[src/rtl/mux_scan_sampler_if.sv]
// Handshake and mux-control bundle between a scan sampler and its requester.
// The sampler drives the 4:1 select lines and reads back the mux output on f.
interface mux_scan_sampler_if;
  logic       start;
  logic [3:0] mask;
  logic       f;
  logic       s0;
  logic       s1;
  logic       busy;
  logic [3:0] frame;
  logic       frame_valid;
  logic       frame_ready;

  modport master (output start, mask, f, frame_ready,
                  input  s0, s1, busy, frame, frame_valid);
  modport slave  (input  start, mask, f, frame_ready,
                  output s0, s1, busy, frame, frame_valid);
endinterface

[src/rtl/mux_scan_sampler.sv]
// Steps a 4:1 mux across the enabled channels, waits SETTLE cycles on each,
// then samples f into one bit of a frame that is held until the consumer takes it.
module mux_scan_sampler #(
  parameter int unsigned SETTLE = 2
) (
  input  logic             clk,
  input  logic             rst,
  mux_scan_sampler_if.slave bus
);
  localparam logic [3:0] SETTLE_C  = SETTLE[3:0];
  localparam logic [1:0] ST_IDLE   = 2'd0;
  localparam logic [1:0] ST_SETTLE = 2'd1;
  localparam logic [1:0] ST_VALID  = 2'd2;

  logic [1:0] state;
  logic [1:0] ch;
  logic [3:0] cnt;
  logic [3:0] mask_q;
  logic [3:0] frame_q;
  logic [3:0] higher;
  logic       accept;

  function automatic logic [1:0] low_bit(input logic [3:0] m);
    casez (m)
      4'b???1: return 2'd0;
      4'b??10: return 2'd1;
      4'b?100: return 2'd2;
      default: return 2'd3;
    endcase
  endfunction

  // enabled channels strictly above the current one
  assign higher = mask_q & (4'b1110 << ch);
  assign accept = bus.start &&
                  (state == ST_IDLE || (state == ST_VALID && bus.frame_ready));

  always_ff @(posedge clk or posedge rst) begin
    if (rst) begin
      state   <= ST_IDLE;
      ch      <= 2'd0;
      cnt     <= 4'd0;
      mask_q  <= 4'd0;
      frame_q <= 4'd0;
    end else begin
      case (state)
        ST_IDLE, ST_VALID: begin
          if (accept) begin
            frame_q <= 4'd0;
            if (|bus.mask) begin
              mask_q <= bus.mask;
              ch     <= low_bit(bus.mask);
              cnt    <= 4'd0;
              state  <= ST_SETTLE;
            end else begin
              state  <= ST_VALID;
            end
          end else if (state == ST_VALID && bus.frame_ready) begin
            state <= ST_IDLE;
          end
        end
        ST_SETTLE: begin
          if (cnt != SETTLE_C) begin
            cnt <= cnt + 4'd1;
          end else begin
            frame_q[ch] <= bus.f;
            cnt         <= 4'd0;
            if (|higher) ch <= low_bit(higher);
            else         state <= ST_VALID;
          end
        end
        default: state <= ST_IDLE;
      endcase
    end
  end

  // selects park at channel 0 outside a scan
  assign bus.s0          = (state == ST_SETTLE) & ch[0];
  assign bus.s1          = (state == ST_SETTLE) & ch[1];
  assign bus.busy        = (state == ST_SETTLE);
  assign bus.frame_valid = (state == ST_VALID);
  assign bus.frame       = frame_q;
endmodule

[src/flat_wrapper.sv]
// flat-port wrapper written by rule: the top's interface ports become plain ports
module mux_scan_sampler_flat 
#(
  parameter int unsigned SETTLE = 2
)
  (clk, rst, bus_start, bus_mask, bus_f, bus_frame_ready, bus_s0, bus_s1, bus_busy, bus_frame, bus_frame_valid);
  mux_scan_sampler_if bus_i ();
  input  logic clk;
  input  logic rst;
  input wire logic [$bits(bus_i.start)-1:0] bus_start;
  input wire logic [$bits(bus_i.mask)-1:0] bus_mask;
  input wire logic [$bits(bus_i.f)-1:0] bus_f;
  input wire logic [$bits(bus_i.frame_ready)-1:0] bus_frame_ready;
  output wire logic [$bits(bus_i.s0)-1:0] bus_s0;
  output wire logic [$bits(bus_i.s1)-1:0] bus_s1;
  output wire logic [$bits(bus_i.busy)-1:0] bus_busy;
  output wire logic [$bits(bus_i.frame)-1:0] bus_frame;
  output wire logic [$bits(bus_i.frame_valid)-1:0] bus_frame_valid;
  assign bus_i.start = bus_start;
  assign bus_i.mask = bus_mask;
  assign bus_i.f = bus_f;
  assign bus_i.frame_ready = bus_frame_ready;
  assign bus_s0 = bus_i.s0;
  assign bus_s1 = bus_i.s1;
  assign bus_busy = bus_i.busy;
  assign bus_frame = bus_i.frame;
  assign bus_frame_valid = bus_i.frame_valid;
  mux_scan_sampler #(.SETTLE(SETTLE)) u_core (.clk(clk), .rst(rst), .bus(bus_i));
endmodule
[config.mk]
export PLATFORM = sky130hd
export DESIGN_NAME = mux_scan_sampler_flat
export DESIGN_NICKNAME = d
export VERILOG_FILES = /design/src/rtl/mux_scan_sampler_if.sv /design/src/rtl/mux_scan_sampler.sv /design/src/flat_wrapper.sv
export SDC_FILE = /design/constraint.sdc
export NUM_CORES = 1
export LEC_CHECK = 0
export CORE_UTILIZATION = 42
export DETAILED_ROUTE_END_ITERATION = 8
export PLACE_DENSITY = 0.67
export SYNTH_ARGS = -nofsm -noshare
export SYNTH_HDL_FRONTEND = slang
export SYNTH_SLANG_ARGS = --single-unit
[constraint.sdc]
create_clock -name clk -period 2.35 [get_ports clk]
set_input_delay 0.5875 -clock clk [delete_from_list [all_inputs] [get_ports clk]]
set_output_delay 0.5875 -clock clk [all_outputs]
set_load 0.05 [all_outputs]
# Yosys cells after proc, flatten, opt, wreduce, memory -nomap -nowiden
# Cells that the tools add are included.
[word_totals]
regBits = 16
in_bits = 9
out_inout_bits = 8
elab_cells = 62
[classes]
add_sub_neg = 1
order_cmp = 2
eq_ne = 13
shifts = 1
muxes = 23
bitwise = 3
n_reduce_logical = 14
[ops]
columns = ["cell", "n"]
rows = [
  ["4-bit two-way mux", 5],
  ["2-bit two-way mux", 9],
  ["4-bit one-hot mux with 2 select lines", 2],
  ["2-bit one-hot mux with 3 select lines", 2],
  ["3-bit AND reduction", 4],
  ["2-bit one-hot mux with 2 select lines", 2],
  ["4-bit OR reduction", 2],
  ["2-bit equality test, second input constant", 3],
  ["3-bit equality test, second input constant", 2],
  ["2-bit by 1-bit inequality test with 1-bit output, second input constant", 3],
  ["5-bit AND reduction", 1],
  ["4-bit by 1-bit adder with 4-bit output, second input constant", 1],
  ["4-bit AND", 1],
  ["4-bit bitwise mux", 1],
  ["2-bit inequality test, second input constant", 2],
  ["4-bit by 2-bit inequality test with 1-bit output, second input constant", 1],
  ["4-bit by 2-bit << shifter with 4-bit output, first input constant", 1],
  ["1-bit logical AND", 3],
  ["2-bit by 3-bit less-than comparator with 1-bit output, second input constant", 1],
  ["3-bit by 1-bit inequality test with 1-bit output, second input constant", 1],
  ["1-bit AND", 2],
  ["1-bit demux with 2-bit select", 1],
  ["2-bit by 1-bit equality test with 1-bit output, second input constant", 1],
  ["2-bit by 1-bit >= comparator with 1-bit output, second input constant", 1],
  ["other kinds (5)", 5],
]

# Logic depth before layout (Yosys ltp)
# Gate-level depths: netlist of run 1.
[depth]
word_depth = 7
ltp_mapped = 6
depth_no_buf = 6

# Worst setup path before layout of run 1
# Ideal clock, no wire load.
[synth_timing]
path_kind = "register to output"
start = "register u_core.state[1]"
end = "output port bus_s0"
arrival_time_ns = 1.492
required_time_ns = 1.762
slack_ns = 0.270
stages_incl_launch_ff = 5
path_cell_list = "dfrtp_1 nand2b_1 buf_2 clkbuf_1 nor2_1"
[synth_via]
elab_chain_len = 2
[synth_lines]
columns = ["element", "line", "source"]
rows = [
  ["start: declaration", "mux_scan_sampler.sv:15", "logic [1:0] state;"],
  ["start signal: assignment", "mux_scan_sampler.sv:39", "state <= ST_IDLE;"],
  ["start signal: assignment", "mux_scan_sampler.sv:53", "state <= ST_SETTLE;"],
  ["start signal: assignment", "mux_scan_sampler.sv:55", "state <= ST_VALID;"],
  ["2-bit by 1-bit equality test with 1-bit output", "mux_scan_sampler.sv:77", "assign bus.s0 = (state == ST_SETTLE) & ch[0];"],
  ["1-bit AND", "mux_scan_sampler.sv:77", ""],
  ["end: declaration", "flat_wrapper.sv:14", "output wire logic [$bits(bus_i.s0)-1:0] bus_s0;"],
]
# No other way between the ends.

# Worst setup path in the final report of run 1
[layout_timing]
start = "register u_core.state[0]"
end = "output port bus_frame_valid"
[layout_via]
elab_chain_len = 1
[layout_lines]
columns = ["element", "line", "source"]
rows = [
  ["2-bit equality test", "mux_scan_sampler.sv:80", "assign bus.frame_valid = (state == ST_VALID);"],
  ["end: declaration", "flat_wrapper.sv:18", "output wire logic [$bits(bus_i.frame_valid)-1:0] bus_frame_valid;"],
]
# No other way between the ends.

==> flow_summary_export.csv, run 1 <==
group,metric,value,unit
synthesis,synth_area_per_cell,9.31,µm²
sta,slew_violations,0,
critical_path,start_kind,"flop",
routing,firstDrtPassIters,4,
synthesis,synthFlopType,"dfrtp_1",
sta,period_needed,2.23,ns
synthesis,synthAdderAreaFrac,2.89,%
critical_path,reg2reg_depth,5,
synthesis,yosys.area_share.simple,21.5,%
hold_path,min_to,"u_core.bus.frame[1]",
die,die_h,47.4,µm
clock_tree,hold_buffers,0,
synthesis,yosys_warnings,0,
finish,nNetsFinal,123,
placement,dpl.hpwl,1420,µm
clock_tree,cts_tree,"done",
pwr,p_leak,0.470,nW
clock_tree,post-cts-setup-buffers,0,
synthesis,synth_top_family_by_area,"compound AO/OA/AOI/OAI gates",
die,coreArea,1940,µm²
pwr,power_density,1500,nW/µm²
clock_tree,cts_sinks,15,
routing,drtIter0Drc,26,
routing,vias,770,
clock_tree,cts.clk_slew.worst_paths,0.10,ns
sta,clock.fmax,449,MHz
synthesis,ys_types,37,
sta,period_share,94.9,%
finish,area_delta_synth_final,28.0,%
clock_tree,cts_buffers,3,
finish,drive_gt1_share,15.3,%
placement,placed_cell_area,1080,µm²
global_routing,grt_util_all_layers,20.6,%
clock_tree,cts_buffer_depth,2,
finish,layout.cells.non_filler,138,
placement,numPortBuffers,16,
routing,vias_per_cell,5.58,
synthesis,ys_ff_latch,15,
clock_tree,cts_root_buf,"clkbuf_4",
critical_path,cpPeakStageDelay,0.81,ns
synthesis,synth_edf_count,0,
routing,ant_nets,0,
synthesis,ys_async_sr_fraction,100,%
synthesis,syn-cell-area,866,µm²
sta,final.setup.tns,0,ns
hold_path,min_from,"u_core.bus.frame[1]",
routing,drcViolationCount,0,
die,rows,16,
placement,gp_congestion,0.836,
critical_path,crit_slowest_cell,"clkdlybuf4s50_1",
critical_path,arrival,1.64,ns
run_status,status,"completed",
finish,diodes,0,
critical_path,cp-end-kind,"output port",
synthesis,synth_common_cells,"dfrtp_1 (15), nor2_1 (9), inv_1 (7), o21ai_0 (7)",
synthesis,synthMuxAreaShare,1.16,%
run,maxCapViolCount,0,
die,die-width,47.4,µm
die,die_area,2250,µm²
placement,dp.cells,134,
routing,wl,1880,µm
global_routing,grt_max_degree,16,
critical_path,setup.worst_path.class,"reg -> out",
die,ios,17,
critical_path,path_cells,"nor2b_1, clkdlybuf4s50_1",
sta,skew,0.00175,ns
synthesis,syn_nets,104,
sta,slew_headroom,62.0,%
clock_tree,cts_resized,0,
sta,worst_slew_pin_slew,0.569,ns
synthesis,netlist.area_leader.share,43.4,%
critical_path,reg2reg_slack,0.44,ns
hold_path,hold_path_class,"reg -> reg",
global_routing,grt_pass1_vias,694,
global_routing,grt_first_pass_wirelength,3080,µm
critical_path,critPathMaxFanout,4,
synthesis,synth_most_common_cell,"dfrtp_1",
die,start_util,44.6,%
critical_path,crit_required,1.76,ns
synthesis,synth_xor_area_share,1.01,%
synthesis,ys_seq_area_share,43.4,%
sta,setup_viol,0,
finish,final_area,1110,µm²
synthesis,yosys-top-cells-area,"dfrtp_1 (43%), o21ai_0 (4.0%), nor2_1 (3.9%)",
clock_tree,clk_latency,0.29,ns
synthesis,synth_compound_area_share,23.8,%
critical_path,r2r-end,"u_core.state[0]",
sta,hold_violations,0,
global_routing,antenna_found_initial,0,
synthesis,syn_inst,93,
sta,grt_setup_unrepaired,"false",
synthesis,yosys.area.top_type,"dfrtp_1",
hold_path,worstHoldPathCells,2,
global_routing,grt-ovfl-total,0,
finish,n_fill_cell,182,
pwr,ir_drop,0.843,mV
critical_path,reg2reg_from,"u_core.cnt[0]",
clock_tree,h-tree-depth,1,
routing,wire_per_inst,13.6,µm
-- placed cells by master, fill, tap and decap left out, types with 3 or more instances in the layout --
cell | Yosys | layout
a21oi_1 | 4 | 4
buf_12 | 0 | 3
clkbuf_4 | 0 | 3
clkdlybuf4s50_1 | 0 | 13
dfrtp_1 | 15 | 15
inv_1 | 7 | 7
nand2_1 | 3 | 3
nand3_1 | 4 | 4
nor2_1 | 9 | 9
nor2b_1 | 3 | 3
o21ai_0 | 7 | 7
o22ai_1 | 3 | 3
o31ai_1 | 4 | 4
-- report_power, final --
| part | switching (mW) | internal (mW) | total (mW) |
|---|---|---|---|
| logic | 0.611 | 0.423 | 1.03 |
| clock network | 0.0919 | 0.0634 | 0.155 |
| registers | 0.102 | 0.373 | 0.475 |
-- flip-flops by register name, indices dropped and copies added, names as in the netlist --
register / flops
u_core.bus.frame: 4
u_core.cnt: 4
u_core.mask_q: 3
u_core.ch: 2
u_core.state: 2
-- worst max-delay path by stage --
stage                                from         endpoint  slack (ns)  depth (start not counted)
after floorplan           u_core.state[1]           bus_s0        0.27                          4
after global placement        bus_mask[1]     u_core.ch[0]        0.18                          5
after detailed placement      bus_mask[1]     u_core.ch[1]        0.15                          5
after CTS                 u_core.state[0]  bus_frame_valid        0.11                          2
after global routing      u_core.state[0]  bus_frame_valid        0.04                          2
final                     u_core.state[0]  bus_frame_valid        0.12                          2
-- cell families after synthesis --
family	Yosys count
and+or+nand+nor	33
AOI/OAI and AO/OA	29
DFF	15
buffers and inverters	12
adders and majority gates	2
xor gates and xnor gates	1
muxes	1
-- worst max-delay path: cells and delay by family (launching register included) --
kind          cells  cell delay, ns
buf+inv           1            0.81
flops             1            0.42
simple gates      1            0.12
-- metrics by stage --
stage          utilization [%]  power [mW]  setup WS, ns  hold WS [ns]
2_1_floorplan                -        1.16         0.270         0.468
3_3_place_gp              55.7        1.49         0.180         0.493
3_5_place_dp              55.7        1.51         0.145         0.505
4_1_cts                   57.1        1.67         0.112         0.528
5_1_grt                   57.1        1.79        0.0434         0.557
6_report                  57.1        1.66         0.121         0.515
-- area by class of cell --
class | count | area, µm² | share of cell area [%]
inverters | 8 | 30.0 | 2.71
well taps | 27 | 33.8 | 3.05
clock inverters | 1 | 5.00 | 0.451
multi-input cells | 66 | 437 | 39.4
flip-flops and latches | 15 | 375 | 33.9
repair buffers | 18 | 205 | 18.5
clock buffers | 3 | 22.5 | 2.03
-- layer usage --
layer / part of all wire, % / track usage (%) / vias to the layer above
li1: - / - / 373
met1: 43 / 25.2 / 366
met2: 48 / 34.0 / 26
met3: 6.0 / 3.46 / 5
met4: 2.6 / 12.0 / 0
met5: 0 / 0 / -
Note: power is estimated with default switching activity, not from simulation.
==> run 2, diff against run 1 <==
--- a/config.mk
+++ b/config.mk
@@ -8,6 +8,7 @@
 export CORE_UTILIZATION = 42
 export DETAILED_ROUTE_END_ITERATION = 8
 export PLACE_DENSITY = 0.67
+export SLEW_MARGIN = 15
 export SYNTH_ARGS = -nofsm -noshare
 export SYNTH_HDL_FRONTEND = slang
 export SYNTH_SLANG_ARGS = --single-unit
==> results of run 2 <==
No change in the layout: final DEF, timing and power equal those of run 1.
